## config.mk

```make
export PLATFORM = sky130hd
export DESIGN_NAME = l15_req_sched
export DESIGN_NICKNAME = d
export VERILOG_FILES = /design/src/rtl/l15_req_sched_pkg.sv /design/src/rtl/l15_req_credit_cnt.sv /design/src/rtl/l15_req_sched.sv
export SDC_FILE = /design/constraint.sdc
export NUM_CORES = 1
export LEC_CHECK = 0
export BUFFER_PORTS_ARGS = -buffer_cell sky130_fd_sc_hd__buf_2
export CORE_AREA = 8 8 176 178
export DETAILED_ROUTE_END_ITERATION = 12
export DIE_AREA = 0 0 184 186
export RECOVER_POWER = 50
export SLEW_MARGIN = 20
export SYNTH_ARGS = -nofsm -noshare
export SYNTH_HDL_FRONTEND = slang
export SYNTH_SLANG_ARGS = --single-unit
export TNS_END_PERCENT = 10
```

## constraint.sdc

```tcl
create_clock -name clk_i -period 7 [get_ports clk_i]
set_clock_uncertainty 0.05 [all_clocks]
set_input_delay 0.35 -clock clk_i [delete_from_list [all_inputs] [get_ports clk_i]]
set_output_delay 0.35 -clock clk_i [all_outputs]
set_load 0.05 [all_outputs]
```

## src/rtl/l15_req_sched_pkg.sv

```systemverilog
// Shared types for the L1.5 request scheduler: cache request payloads, L1.5 request/return
// structs, request-type encodings and the scheduler state enum.
package l15_req_sched_pkg;

    localparam int unsigned DCACHE_MAX_TX    = 4;
    localparam int unsigned L15_TID_WIDTH    = 2;
    localparam int unsigned L15_WAY_WIDTH    = 3;
    localparam int unsigned ICACHE_WAY_WIDTH = 2;
    localparam int unsigned DCACHE_WAY_WIDTH = 2;
    localparam int unsigned ICACHE_PLEN      = 32;
    localparam int unsigned PLEN             = 40;

    localparam logic [2:0] L15_ICACHE_NC_SIZE   = 3'b010;
    localparam logic [2:0] L15_ICACHE_LINE_SIZE = 3'b111;

    typedef enum logic [4:0] {
        L15_LOAD_RQ   = 5'b00000,
        L15_STORE_RQ  = 5'b00001,
        L15_ATOMIC_RQ = 5'b00110,
        L15_INT_RQ    = 5'b01001,
        L15_IMISS_RQ  = 5'b10000
    } l15_reqtypes_t;

    typedef enum logic [1:0] {
        DCACHE_LOAD_REQ,
        DCACHE_STORE_REQ,
        DCACHE_ATOMIC_REQ,
        DCACHE_INT_REQ
    } dcache_out_t;

    typedef enum logic {
        StIdle,
        StHold
    } sched_state_e;

    typedef struct packed {
        logic [ICACHE_WAY_WIDTH-1:0] way;
        logic [ICACHE_PLEN-1:0]      paddr;
        logic                        nc;
        logic [L15_TID_WIDTH-1:0]    tid;
    } icache_req_t;

    typedef struct packed {
        dcache_out_t                 rtype;
        logic [2:0]                  size;
        logic [DCACHE_WAY_WIDTH-1:0] way;
        logic [PLEN-1:0]             paddr;
        logic [63:0]                 data;
        logic                        nc;
        logic [L15_TID_WIDTH-1:0]    tid;
        logic [5:0]                  amo_op;
    } dcache_req_t;

    typedef struct packed {
        logic                     l15_val;
        logic                     l15_req_ack;
        l15_reqtypes_t            l15_rqtype;
        logic                     l15_nc;
        logic [2:0]               l15_size;
        logic [L15_TID_WIDTH-1:0] l15_threadid;
        logic                     l15_prefetch;
        logic                     l15_invalidate_cacheline;
        logic                     l15_blockstore;
        logic                     l15_blockinitstore;
        logic [L15_WAY_WIDTH-1:0] l15_l1rplway;
        logic [39:0]              l15_address;
        logic [63:0]              l15_data;
        logic [63:0]              l15_data_next_entry;
        logic [32:0]              l15_csm_data;
        logic [3:0]               l15_amo_op;
    } l15_req_t;

    typedef struct packed {
        logic        l15_ack;
        logic        l15_header_ack;
        logic        l15_val;
        logic [3:0]  l15_returntype;
        logic [63:0] l15_data_0;
    } l15_rtrn_t;

    function automatic l15_reqtypes_t to_l15_rqtype(input dcache_out_t rtype);
        l15_reqtypes_t res;
        case (rtype)
            DCACHE_STORE_REQ:  res = L15_STORE_RQ;
            DCACHE_ATOMIC_REQ: res = L15_ATOMIC_RQ;
            DCACHE_INT_REQ:    res = L15_INT_RQ;
            default:           res = L15_LOAD_RQ;
        endcase
        return res;
    endfunction

    function automatic logic [63:0] swendian64(input logic [63:0] d);
        logic [63:0] res;
        for (int i = 0; i < 8; i++) begin
            res[8*i +: 8] = d[56-8*i +: 8];
        end
        return res;
    endfunction

endpackage

```

## src/rtl/l15_req_credit_cnt.sv

```systemverilog
// Saturating up/down credit counter tracking in-flight transactions of one requester.
module l15_req_credit_cnt #(
    parameter int unsigned MAX = 1,
    localparam int unsigned W  = $clog2(MAX + 1)
) (
    input  logic         clk_i,
    input  logic         rst_ni,
    input  logic         inc_i,
    input  logic         dec_i,
    output logic [W-1:0] cnt_o,
    output logic         full_o,
    output logic         busy_o
);

    localparam logic [W-1:0] MaxVal = W'(MAX);

    logic [W-1:0] cnt_q, cnt_d;

    // A simultaneous grant and completion cancel out.
    always_comb begin
        cnt_d = cnt_q;
        if (inc_i && !dec_i && cnt_q != MaxVal) begin
            cnt_d = cnt_q + W'(1);
        end else if (dec_i && !inc_i && cnt_q != '0) begin
            cnt_d = cnt_q - W'(1);
        end
    end

    always_ff @(posedge clk_i) begin
        if (!rst_ni) begin
            cnt_q <= '0;
        end else begin
            cnt_q <= cnt_d;
        end
    end

    assign cnt_o  = cnt_q;
    assign full_o = (cnt_q == MaxVal);
    assign busy_o = (cnt_q != '0);

    // A completion with nothing outstanding points at an upstream bookkeeping bug.
    always_ff @(posedge clk_i) begin
        if (rst_ni) begin
            assert (!(dec_i && cnt_q == '0));
        end
    end

endmodule

```

## src/rtl/l15_req_sched.sv

```systemverilog
// Round-robin scheduler of I$ fill and D$ requests onto the single L1.5 request channel,
// with per-requester credit limits; the granted request is held until header_ack.
module l15_req_sched
    import l15_req_sched_pkg::*;
#(
    parameter int unsigned ICACHE_MAX_TX   = 1,
    parameter int unsigned DCACHE_MAX_TX_P = DCACHE_MAX_TX,
    parameter bit          SWAP_ENDIAN     = 1'b1
) (
    input  logic        clk_i,
    input  logic        rst_ni,
    input  logic        icache_req_i,
    input  icache_req_t icache_data_i,
    output logic        icache_ack_o,
    input  logic        dcache_req_i,
    input  dcache_req_t dcache_data_i,
    output logic        dcache_ack_o,
    input  logic        icache_done_i,
    input  logic        dcache_done_i,
    input  logic        rtrn_ack_i,
    output l15_req_t    l15_req_o,
    input  l15_rtrn_t   l15_rtrn_i,
    output logic        icache_busy_o,
    output logic        dcache_busy_o
);

    sched_state_e state_q, state_d;
    logic         rr_q, rr_d;   // 0: D$ wins the next conflict, 1: I$ wins
    l15_req_t     req_q, req_d;
    l15_req_t     ireq, dreq;

    logic [$clog2(ICACHE_MAX_TX+1)-1:0]   icnt;
    logic [$clog2(DCACHE_MAX_TX_P+1)-1:0] dcnt;
    logic icnt_full, dcnt_full;
    logic ielig, delig, igrant, dgrant;

    assign ielig = rst_ni && icache_req_i && !icnt_full;
    assign delig = rst_ni && dcache_req_i && !dcnt_full;

    always_comb begin
        ireq                = '0;
        ireq.l15_val        = 1'b1;
        ireq.l15_rqtype     = L15_IMISS_RQ;
        ireq.l15_nc         = icache_data_i.nc;
        ireq.l15_size       = icache_data_i.nc ? L15_ICACHE_NC_SIZE : L15_ICACHE_LINE_SIZE;
        ireq.l15_threadid   = icache_data_i.tid;
        ireq.l15_l1rplway   = L15_WAY_WIDTH'(icache_data_i.way);
        ireq.l15_address    = 40'(icache_data_i.paddr);
    end

    always_comb begin
        dreq              = '0;
        dreq.l15_val      = 1'b1;
        dreq.l15_rqtype   = to_l15_rqtype(dcache_data_i.rtype);
        dreq.l15_nc       = dcache_data_i.nc;
        dreq.l15_size     = dcache_data_i.size;
        dreq.l15_threadid = dcache_data_i.tid;
        dreq.l15_l1rplway = L15_WAY_WIDTH'(dcache_data_i.way);
        dreq.l15_address  = dcache_data_i.paddr;
        dreq.l15_amo_op   = dcache_data_i.amo_op[3:0];
        if (SWAP_ENDIAN && (dcache_data_i.rtype == DCACHE_STORE_REQ ||
                            dcache_data_i.rtype == DCACHE_ATOMIC_REQ)) begin
            dreq.l15_data = swendian64(dcache_data_i.data);
        end else begin
            dreq.l15_data = dcache_data_i.data;
        end
    end

    always_comb begin
        state_d = state_q;
        rr_d    = rr_q;
        req_d   = req_q;
        igrant  = 1'b0;
        dgrant  = 1'b0;
        unique case (state_q)
            StIdle: begin
                if (ielig && delig) begin
                    igrant = rr_q;
                    dgrant = !rr_q;
                end else begin
                    igrant = ielig;
                    dgrant = delig;
                end
                if (igrant || dgrant) begin
                    req_d   = igrant ? ireq : dreq;
                    rr_d    = dgrant;
                    state_d = StHold;
                end
            end
            StHold: begin
                // No grant in the header_ack cycle keeps requests at least 2 cycles apart.
                if (l15_rtrn_i.l15_header_ack) begin
                    req_d.l15_val = 1'b0;
                    state_d       = StIdle;
                end
            end
            default: state_d = StIdle;
        endcase
    end

    always_ff @(posedge clk_i) begin
        if (!rst_ni) begin
            state_q <= StIdle;
            rr_q    <= 1'b0;
            req_q   <= '0;
        end else begin
            state_q <= state_d;
            rr_q    <= rr_d;
            req_q   <= req_d;
        end
    end

    l15_req_credit_cnt #(
        .MAX (ICACHE_MAX_TX)
    ) u_icnt (
        .clk_i  (clk_i),
        .rst_ni (rst_ni),
        .inc_i  (igrant),
        .dec_i  (icache_done_i),
        .cnt_o  (icnt),
        .full_o (icnt_full),
        .busy_o (icache_busy_o)
    );

    l15_req_credit_cnt #(
        .MAX (DCACHE_MAX_TX_P)
    ) u_dcnt (
        .clk_i  (clk_i),
        .rst_ni (rst_ni),
        .inc_i  (dgrant),
        .dec_i  (dcache_done_i),
        .cnt_o  (dcnt),
        .full_o (dcnt_full),
        .busy_o (dcache_busy_o)
    );

    assign icache_ack_o = igrant;
    assign dcache_ack_o = dgrant;

    always_comb begin
        l15_req_o             = req_q;
        l15_req_o.l15_req_ack = rtrn_ack_i && rst_ni;
    end

    logic unused_inputs;
    assign unused_inputs = ^{l15_rtrn_i.l15_ack, l15_rtrn_i.l15_val, l15_rtrn_i.l15_returntype,
                             l15_rtrn_i.l15_data_0, dcache_data_i.amo_op[5:4]};

    // Previous-cycle copy used only to check that a pending request stays stable.
    logic     hold_chk_q;
    l15_req_t req_prev_q;

    always_ff @(posedge clk_i) begin
        hold_chk_q <= rst_ni && req_q.l15_val && !l15_rtrn_i.l15_header_ack;
        req_prev_q <= req_q;
    end

    always_ff @(posedge clk_i) begin
        if (rst_ni) begin
            assert (!(icache_ack_o && dcache_ack_o));
            assert (32'(icnt) <= ICACHE_MAX_TX);
            assert (32'(dcnt) <= DCACHE_MAX_TX_P);
            if (hold_chk_q) begin
                assert (req_q == req_prev_q);
            end
        end
    end

endmodule

```

* After elaboration in Yosys (flattened, before gate mapping)
Cells that the tools add are included.
** Cells by class
- Add/sub/neg operators :: 4
- Equality and inequality tests :: 7
- Muxes and demuxes :: 20
- Bitwise gates (word level) :: 2
- Reductions and logical operators :: 28
** Operator list (count)
- 225-bit two-way mux :: 1
- 223-bit two-way mux :: 1
- 64-bit two-way mux :: 1
- 1-bit logical AND :: 14
- 4-bit one-hot mux with 3 select lines :: 1
- 1-bit two-way mux :: 11
- 3-bit two-way mux :: 3
- 1-bit logical NOT :: 7
- 2-bit equality test, second input constant :: 2
- 2-bit inequality test, second input constant :: 2
- 1-bit one-hot mux with 2 select lines :: 2
- 2-bit AND reduction :: 2
- 2-bit nonzero test :: 2
- 3-bit by 1-bit adder with 3-bit output, second input constant :: 1
- 3-bit equality test, second input constant :: 1
- 3-bit inequality test, second input constant :: 1
- 3-bit nonzero test :: 1
- 3-bit by 1-bit subtractor with 3-bit output, second input constant :: 1
- 2-bit by 1-bit equality test with 1-bit output, second input constant :: 1
- 1-bit logical OR :: 2
- 1-bit NOT :: 2
- 1-bit adder, second input constant :: 1
- 1-bit subtractor, second input constant :: 1
** Storage, ports and cells
- Flip-flop bits (word level) :: 231
- Input port bits :: 235
- Output and inout bits :: 229
- Word-level logic and storage cells :: 81

* Longest topological paths before layout
Gate-level depths: netlist of the first run.
- Depth after elaboration :: 12
- Depth in mapped cells :: 10

* Modules after synthesis
A second synthesis of the first run with hierarchy kept.
** Second synthesis, totals
- Cell total of the unflattened synthesis :: 726
- Area total of the unflattened synthesis :: 6706.4 sq um
** Modules (own cells, without submodules)
- l15_req_sched :: instances 1, cells an instance 693, area an instance 6428.7 sq um, seq. area each 2462.4 sq um
- l15_req_credit_cnt (u_dcnt) :: instances 1, cells an instance 26, area an instance 220.2 sq um, seq. area each 60.1 sq um
- l15_req_credit_cnt (u_icnt) :: instances 1, cells an instance 7, area an instance 57.6 sq um, seq. area each 20.0 sq um

* Worst setup path before layout of the first run
Ideal clock, no wire load.
- Kind :: register to register
- From :: register u_icnt.cnt_q (netlist: u_icnt.busy_o)
- To :: register u_dcnt.cnt_q[2] (netlist: u_dcnt.cnt_o[2])
- Setup time :: 0.058 ns
- Arrival time :: 2.596 ns
- Data required time :: 6.892 ns
- Setup slack :: 4.296 ns
- Cell stages (with the launch flop) :: 10
- Path through :: dfxtp_1 -> nand4b_1 -> nand3_2 -> inv_2 -> buf_2 -> nand2_1 -> fa_1 -> or3_1 -> a21oi_1 -> o21a_1
** Between the ends
- Longest elaborated chain between the ends :: 10
- Elaborated cells on any way between the ends :: 13
- Classes of those cells :: 4 x mux; 9 x reduce/logical
** RTL lines
- start, declared :: line l15_req_credit_cnt.sv:17 : logic [W-1:0] cnt_q, cnt_d;
- start signal, assigned :: line l15_req_credit_cnt.sv:33 : cnt_q <= cnt_d;
- 1-bit logical NOT * :: line l15_req_sched.sv:37 : assign ielig = rst_ni && icache_req_i && !icnt_full;
- 1-bit logical AND * :: line l15_req_sched.sv:37
- 1-bit logical AND * :: line l15_req_sched.sv:77 : if (ielig && delig) begin
- 1-bit two-way mux * :: line l15_req_sched.sv:77
- 1-bit two-way mux * (2 in a row) :: line l15_req_sched.sv:75 : unique case (state_q)
- named net dcache_ack_o :: line l15_req_sched.sv:17 : output logic dcache_ack_o,
- 1-bit logical NOT :: line l15_req_credit_cnt.sv:24 : end else if (dec_i && !inc_i && cnt_q != '0) begin
- 1-bit logical AND (2 in a row) :: line l15_req_credit_cnt.sv:24
- 2-bit nonzero test (no source line)
- end signal, assigned :: line l15_req_credit_cnt.sv:33
- end, declared :: line l15_req_credit_cnt.sv:17
Mark *: on every way through the listed nets, which the timed path passes. The rest lies on a longest branch. The select of a mux whose other input is x is not followed.
A chain may end at the register's enable or synchronous reset.

* Final worst setup path of the first run
- From :: register u_dcnt.cnt_q[0] (netlist: u_dcnt.cnt_o[0])
- To :: output port icache_ack_o
** Between the ends
- Longest elaborated chain between the ends :: 7
** RTL lines
- 3-bit equality test :: line l15_req_credit_cnt.sv:38 : assign full_o = (cnt_q == MaxVal);
- 1-bit logical NOT :: line l15_req_sched.sv:38 : assign delig = rst_ni && dcache_req_i && !dcnt_full;
- 1-bit logical AND :: line l15_req_sched.sv:38
- 1-bit logical AND :: line l15_req_sched.sv:77
- 1-bit two-way mux :: line l15_req_sched.sv:77
- 1-bit two-way mux (2 in a row) :: line l15_req_sched.sv:75
- end, declared :: line l15_req_sched.sv:14 : output logic icache_ack_o,
Every way passes these cells. The select of a mux whose other input is x is not followed.

==> metrics.yaml, run 1 <==
synthesis:
  synth_top_area_share_pct: 39.18
  synthTopCellsByArea: "dfxtp_1, buf_4, a21oi_1, mux2i_1, nor2b_1"
  syn_area_per_cell_sq_um: 8.319
  ys_types: 44
  synth_edf_count: 0
  yosys_warnings: 0
  ys_seq_area_share_pct: 39.18
  netlist_area_sq_um: 6489
  ys_ff_latch: 127
  synth_area_leader_cell: "dfxtp_1"
  async_flop_share_pct: 0
  synth_ff_type: "dfxtp_1"
  syn_inst: 780
grt:
  grt_max_degree: 75
  grt_pass1_vias: 6013
  grt_pass1_wl_um: 31370
  antenna_found_initial: 0
  grt_overflow: 0
  grt_usage_pct: 11.63
cts:
  clkSinkCount: 127
  clk_latency_ps: 410
  cts_setup_buffers: 0
  cts_max_path_buffers: 2
  numCtsBuffers: 17
  h-tree-depth: 4
  hold_buffers: 0
  cts_tree: "done"
  cts-root-buf: "clkbuf_16"
  worst_setup_hold_path_clk_slew_ps: 60
  cts_resized: 0
final_layout:
  final_nets: 1277
  syn2layout_area_growth_pct: 27.38
  drive_gt1_share_pct: 19.89
  layout_commonest_cell: "buf_2"
  final_cell_mix: "buf_2, a21oi_1, dfxtp_1, clkbuf_1, conb_1"
  diodes: 0
critical_path:
  ff2ff_setup_slack_ps: 3850
  worstSetupEndpoint: "icache_ack_o"
  timing.rr.start: "u_dcnt.cnt_o[0]$_SDFFE_PN0P_"
  crit_path_max_incr_delay_ps: 1380
  crit_chain: "or3b_1 > and4b_4 > or2_1 > clkbuf_1 > nor2_1 > buf_2"
  crit_fanout: 41
  critPathSlowestCell: "clkbuf_1"
  cp.arrival_ps: 3430
  cp-end-kind: "output pin"
  startpoint_type: "flop"
  rr_worst_depth: 6
  reg2reg_to: "u_icnt.busy_o$_SDFFE_PN0P_"
  cp-startpoint: "u_dcnt.cnt_o[0]$_SDFFE_PN0P_"
  cp.required_ps: 6600
  worst-setup-path-type: "reg2out"
sta:
  drv_slew: 42
  whs_ps: 122.5
  setup_tns_ps: 0
  setup_violations: 0
  timing.final.crit_share_pct: 54.72
  finalHoldViolations: 0
  slew_headroom_pct: -29.31
  worst_pin_slew_ps: 1940
  min_period_ps: 3830
  rsz0062_at_grt: "no"
  fmax_mhz: 261.1
floorplan:
  io_pins: 464
  core_sq_um: 28240
  rows: 62
  die_area_sq_um: 34220
  fp.dieH_um: 186
  die_w_um: 184
  start_util_pct: 22.98
routing:
  firstDrtPassIters: 4
  vias: 5946
  ant_nets: 0
  wire_per_inst_um: 14.74
  routed_wl_um: 21090
  vias_per_cell: 4.158
  drt_iter0_markers: 218
  drc_errors: 0
min_path:
  hold_path.class: "in2reg"
placed_design:
  place.gp.congestion: 0.7528
  hpwl_um: 15430
  numPortBuffers: 289
run:
  max_cap_violations: 1
run_status:
  status: "complete, but fails checks"
  violations: "capacitance limit, slew limit"
pwr:
  irDropWorstVdd_v: 0.0001284
  fin_total_pwr_mw: 2.572
  p_leak_nw: 3.678
  power_density_nw_per_um2: 311.2
-- per-layer routing --
| layer | global-route usage (%) | vias to the layer above | wire length, um |
|---|---|---|---|
| li1 | - | 2921 | - |
| met1 | 12.52 | 2717 | 8388 |
| met2 | 19.76 | 285 | 9783 |
| met3 | 4.939 | 23 | 2433 |
| met4 | 5.066 | 0 | 479 |
| met5 | 0 | - | 0 |
-- power breakdown --
group | total (mW) | internal [mW] | switching (mW)
logic | 0.821 | 0.188 | 0.633
clock network | 0.907 | 0.579 | 0.328
registers | 0.844 | 0.800 | 0.0446
total | 2.57 | 1.57 | 1.01
-- cells by family (layout without fill, tap and decap cells) --
group,after synthesis,count (layout),share of synthesized area (%)
compound gates,206,206,16.93
xor+xnor,1,1,0.1350
fa+ha+maj,5,5,1.080
buf+inv,164,329,16.20
flops,127,127,39.18
mux,65,65,10.05
other cells,1,102,0.05779
simple gates,211,211,16.37
-- cells in the mapped netlist, types with 2 or more instances --
library cell	count
a21boi_0	2
a21oi_1	141
a22oi_1	14
a31oi_1	2
and2_1	3
buf_1	5
buf_2	24
buf_4	106
clkbuf_1	23
dfxtp_1	127
ha_1	4
inv_1	4
mux2i_1	64
nand2_1	46
nand3_1	2
nor2_1	67
nor2b_1	78
o21ai_0	40
or3_1	3
-- state kept, by name (all words and copies together) (netlist names) --
signal         cells
u_icnt.busy_o      1
rr_q               1
state_q            1
u_dcnt.cnt_o       3
l15_req_o        121
-- layout make-up --
cell class	count	area, sq um
multi-input combinational	590	3298
sequential	127	2542
fill	3147	19970
timing repair buffer	296	1343
tap	384	480.5
inverter	5	18.77
clock inverter	7	112.6
clock buffer	21	470.5
-- worst min-delay path by stage --
stage | from | end | slack (ps) | cells past startpoint
global placement | l15_req_o[224]$_SDFFE_PN0P_ | l15_req_o[224]$_SDFFE_PN0P_ | 410 | 2
global route | dcache_data_i[88] | l15_req_o[180]$_SDFFE_PN0P_ | 100 | 3
detailed placement | l15_req_o[218]$_SDFFE_PN0P_ | l15_req_o[218]$_SDFFE_PN0P_ | 420 | 1
finish | dcache_data_i[88] | l15_req_o[180]$_SDFFE_PN0P_ | 120 | 3
CTS | dcache_data_i[113] | l15_req_o[205]$_SDFFE_PN0P_ | 90 | 3
floorplan | dcache_data_i[73] | l15_req_o[165]$_SDFFE_PN0P_ | 430 | 2
-- stage by stage --
| step | utilization, % | instances | worst slack, ps | area (sq um) |
|---|---|---|---|---|
| floorplan | - | 881 | 4296 | 6868 |
| global placement | 27.78 | 1402 | 4158 | 7844 |
| detailed placement | 27.78 | 1402 | 4089 | 7844 |
| CTS | 29.84 | 1430 | 4023 | 8427 |
| global route | 29.27 | 1430 | 2887 | 8265 |
| finish | 29.27 | 1430 | 3170 | 8265 |
-- critical path, delay by kind of cell, from the launching register on --
kind	cells	cell delay [ps]
buffers and inverters	2	1720
flip-flops	1	410
AND/OR/NAND/NOR	4	880
No activity file was read; power rests on OpenSTA's default activity.
==> inputs of run 2 (changes only) <==
ABC_AREA = 1   (was unset)
CORE_AREA = 8 8 175 177   (was 8 8 176 178)
DIE_AREA = 0 0 183 185   (was 0 0 184 186)
clock period = 3.2 ns   (was 7 ns; I/O delays follow)
==> metrics.yaml, run 2 <==
run_status:
  status: "completed"
synthesis:
  synth_area_leader_cell: "dfxtp_1"
  yosys-top-cells-count: "nand2_1, dfxtp_1, buf_4"
  yosysMostFrequentCell: "nand2_1"
  netlist_area_sq_um: 6874  # +5.9%
  async_flop_share_pct: 0  # unchanged
  syn_inst: 977  # +25%
  syn_area_per_cell_sq_um: 7.036  # -15%
  synth_top_area_share_pct: 36.99  # -2.2 points
  yosys_warnings: 0  # unchanged
  ys_seq_area_share_pct: 36.99  # -2.2 points
  synth_ff_type: "dfxtp_1"
  ys_ff_latch: 127  # unchanged
  synth_edf_count: 0  # unchanged
  synthTopCellsByArea: "dfxtp_1, buf_4, nand2_1, nand3_1, o211ai_1"
  ys_types: 21  # -52%
placed_design:
  numPortBuffers: 289  # unchanged
  hpwl_um: 16950  # +9.8%
  place.gp.congestion: 0.8856  # +18%
grt:
  grt_max_degree: 90  # +20%
  grt_pass1_vias: 6652  # +11%
  grt_overflow: 0  # unchanged
  grt_pass1_wl_um: 35330  # +13%
  grt_usage_pct: 13.00  # +1.4 points
  antenna_found_initial: 1  # +1
sta:
  min_period_ps: 2497
  timing.final.crit_share_pct: 78.04
  drv_slew: 0  # -100%
  setup_violations: 0  # unchanged
  fmax_mhz: 400.5
  slew_headroom_pct: 48.52  # +78 points
  rsz0062_at_grt: "no"
  worst_pin_slew_ps: 775.5  # -1164 ps
  setup_tns_ps: 0  # unchanged
  finalHoldViolations: 0  # unchanged
final_layout:
  multi_input_area_sq_um: 3258  # -1.2%
  ff_latch_area_sq_um: 2542  # unchanged
  diodes: 0  # unchanged
  final_cell_mix: "nand2_1, buf_2, clkbuf_1, dfxtp_1, nand3_1"
  drive_gt1_share_pct: 16.89  # -3.0 points
  syn2layout_area_growth_pct: 30.40
  utilization_pct: 31.92  # +2.6 points
  layout_commonest_cell: "nand2_1"
  fillers: 3101  # -1.5%
  final_nets: 1494  # +17%
  largest_reg_flops: 121  # unchanged
critical_path:
  startpoint_type: "flop"
  cp.arrival_ps: 2290  # -1140 ps
  worst-setup-path-type: "reg2out"
  crit_fanout: 41  # unchanged
  cp.required_ps: 2990  # -3610 ps
  ff2ff_setup_slack_ps: 1070  # -2780 ps
  cp-end-kind: "output pin"
cts:
  clkSinkCount: 127  # unchanged
  numCtsBuffers: 17  # unchanged
  cts_max_path_buffers: 2  # unchanged
  cts-root-buf: "clkbuf_16"
  cts_setup_buffers: 0  # unchanged
  cts_tree: "done"
  worst_setup_hold_path_clk_slew_ps: 60  # about the same
  clk_latency_ps: 410  # about the same
  h-tree-depth: 4  # unchanged
pwr:
  irDropWorstVdd_v: 0.0002707  # +110%
  power.share.clock_pct: 35.2  # about the same
  sequentialPowerShare_pct: 31.9  # -0.9 points
  power.share.switching_pct: 40.60  # +1.5 points
  comb_power_share_pct: 32.9  # +1.0 points
  p_int_mw: 3.446  # +120%
  p_leak_nw: 4.154  # +13%
  p_switching_mw: 2.355  # +130%
  power_density_nw_per_um2: 647.2  # +110%
routing:
  vias_per_cell: 4.222  # +1.5%
  drt_iter0_markers: 231  # +6.0%
  routed_wl_um: 23520  # +12%
  firstDrtPassIters: 5  # +1
  vias: 6971  # +17%
  wire_per_inst_um: 14.24  # -3.4%
  ant_nets: 0  # unchanged
  drc_errors: 0  # unchanged
floorplan:
  die_area_sq_um: 33860  # -1.1%
  start_util_pct: 24.48  # +1.5 points
  core_sq_um: 28080  # -0.55%
  fp.dieH_um: 185  # -0.54%
  rows: 62  # unchanged
  io_pins: 464  # unchanged
  die_w_um: 183  # -0.54%
run:
  max_cap_violations: 0  # -1
min_path:
  hold_path.class: "in2reg"
run 2: cell types whose count changed after synthesis, moves of 57 or more:
cell / previous run / this run
nand2_1: 46 / 177
nand3_1: 2 / 121
nor2b_1: 78 / 0
inv_1: 4 / 81
mux2i_1: 64 / 0
o211ai_1: 0 / 64
a21oi_1: 141 / 84
run 2: power groups by stage:
stage | sequential, mW | combinational, mW | clock (mW)
after floorplan | 2.43 | 1.02 | 0
after global placement | 1.87 | 1.92 | 0
after detailed placement | 1.88 | 1.93 | 0
after CTS | 1.85 | 1.97 | 2.13
after global routing | 1.87 | 2.06 | 2.18
final | 1.85 | 1.91 | 2.04
run 2: final cells by class:
cell class	count	share of cell area, %
repair buffers	334	19.68
flip-flops and latches	127	28.36
well taps	384	5.360
inverters	82	3.434
multi-input cells	692	36.35
clock inverters	9	1.480
clock buffers	23	5.332
run 2: stage by stage:
stage	cells	setup slack, ps	area, sq um	hold slack (ps)	power, mW
2_1_floorplan	1078	1174	7253	243.4	3.455
4_1_cts	1651	677.7	9121	0.1090	5.939
6_report	1651	702.8	8964	21.63	5.801
5_1_grt	1651	521.6	8964	12.38	6.116
3_3_place_gp	1585	1097	8170	365.6	3.796
3_5_place_dp	1585	1087	8170	369.4	3.812
run 2: worst max-delay path, cell delays in order, from the launching register on:
cell and delay, ps:
dfxtp_1 410, nor2_1 120, a21oi_2 210, nand2_1 160
nand3_4 220, buf_4 440, inv_1 70, buf_2 220
run 2: routing by layer:
layer  part of all wire [%]  up-vias  wire (um)  track usage, %
met5                  0.034        -          8               0
met4                    1.6        2        365           4.327
met3                     12       21       2832           6.787
met2                     48      283      11290           22.05
met1                     38     3124       9020           13.76
li1                       -     3541          -               -
run 2: kinds of logic (layout without fill, tap and decap cells):
| logic type | Yosys count | count (layout) | synth area share [%] |
|---|---|---|---|
| and+or+nand+nor | 393 | 393 | 24.01 |
| adders and majority gates | 5 | 5 | 1.019 |
| AOI/OAI and AO/OA | 192 | 192 | 16.36 |
| DFF | 127 | 127 | 36.99 |
| buffers and inverters | 259 | 448 | 21.57 |
| other | 1 | 102 | 0.05455 |
run 2: worst paths after layout:
path	startpoint	endpoint	cells past startpoint
max	u_dcnt.cnt_o[0]$_SDFFE_PN0P_	icache_ack_o	7
max reg2reg	u_dcnt.cnt_o[0]$_SDFFE_PN0P_	u_dcnt.cnt_o[2]$_SDFFE_PN0P_	10
min	dcache_data_i[61]	l15_req_o[153]$_SDFFE_PN0P_	3
min reg2reg	l15_req_o[215]$_SDFFE_PN0P_	l15_req_o[215]$_SDFFE_PN0P_	2
run 2: timing repair:
item                      4_1_cts  5_1_grt
hold buffers                   34        0
gates resized for setup         0        0
hold endpoints to repair       35        0
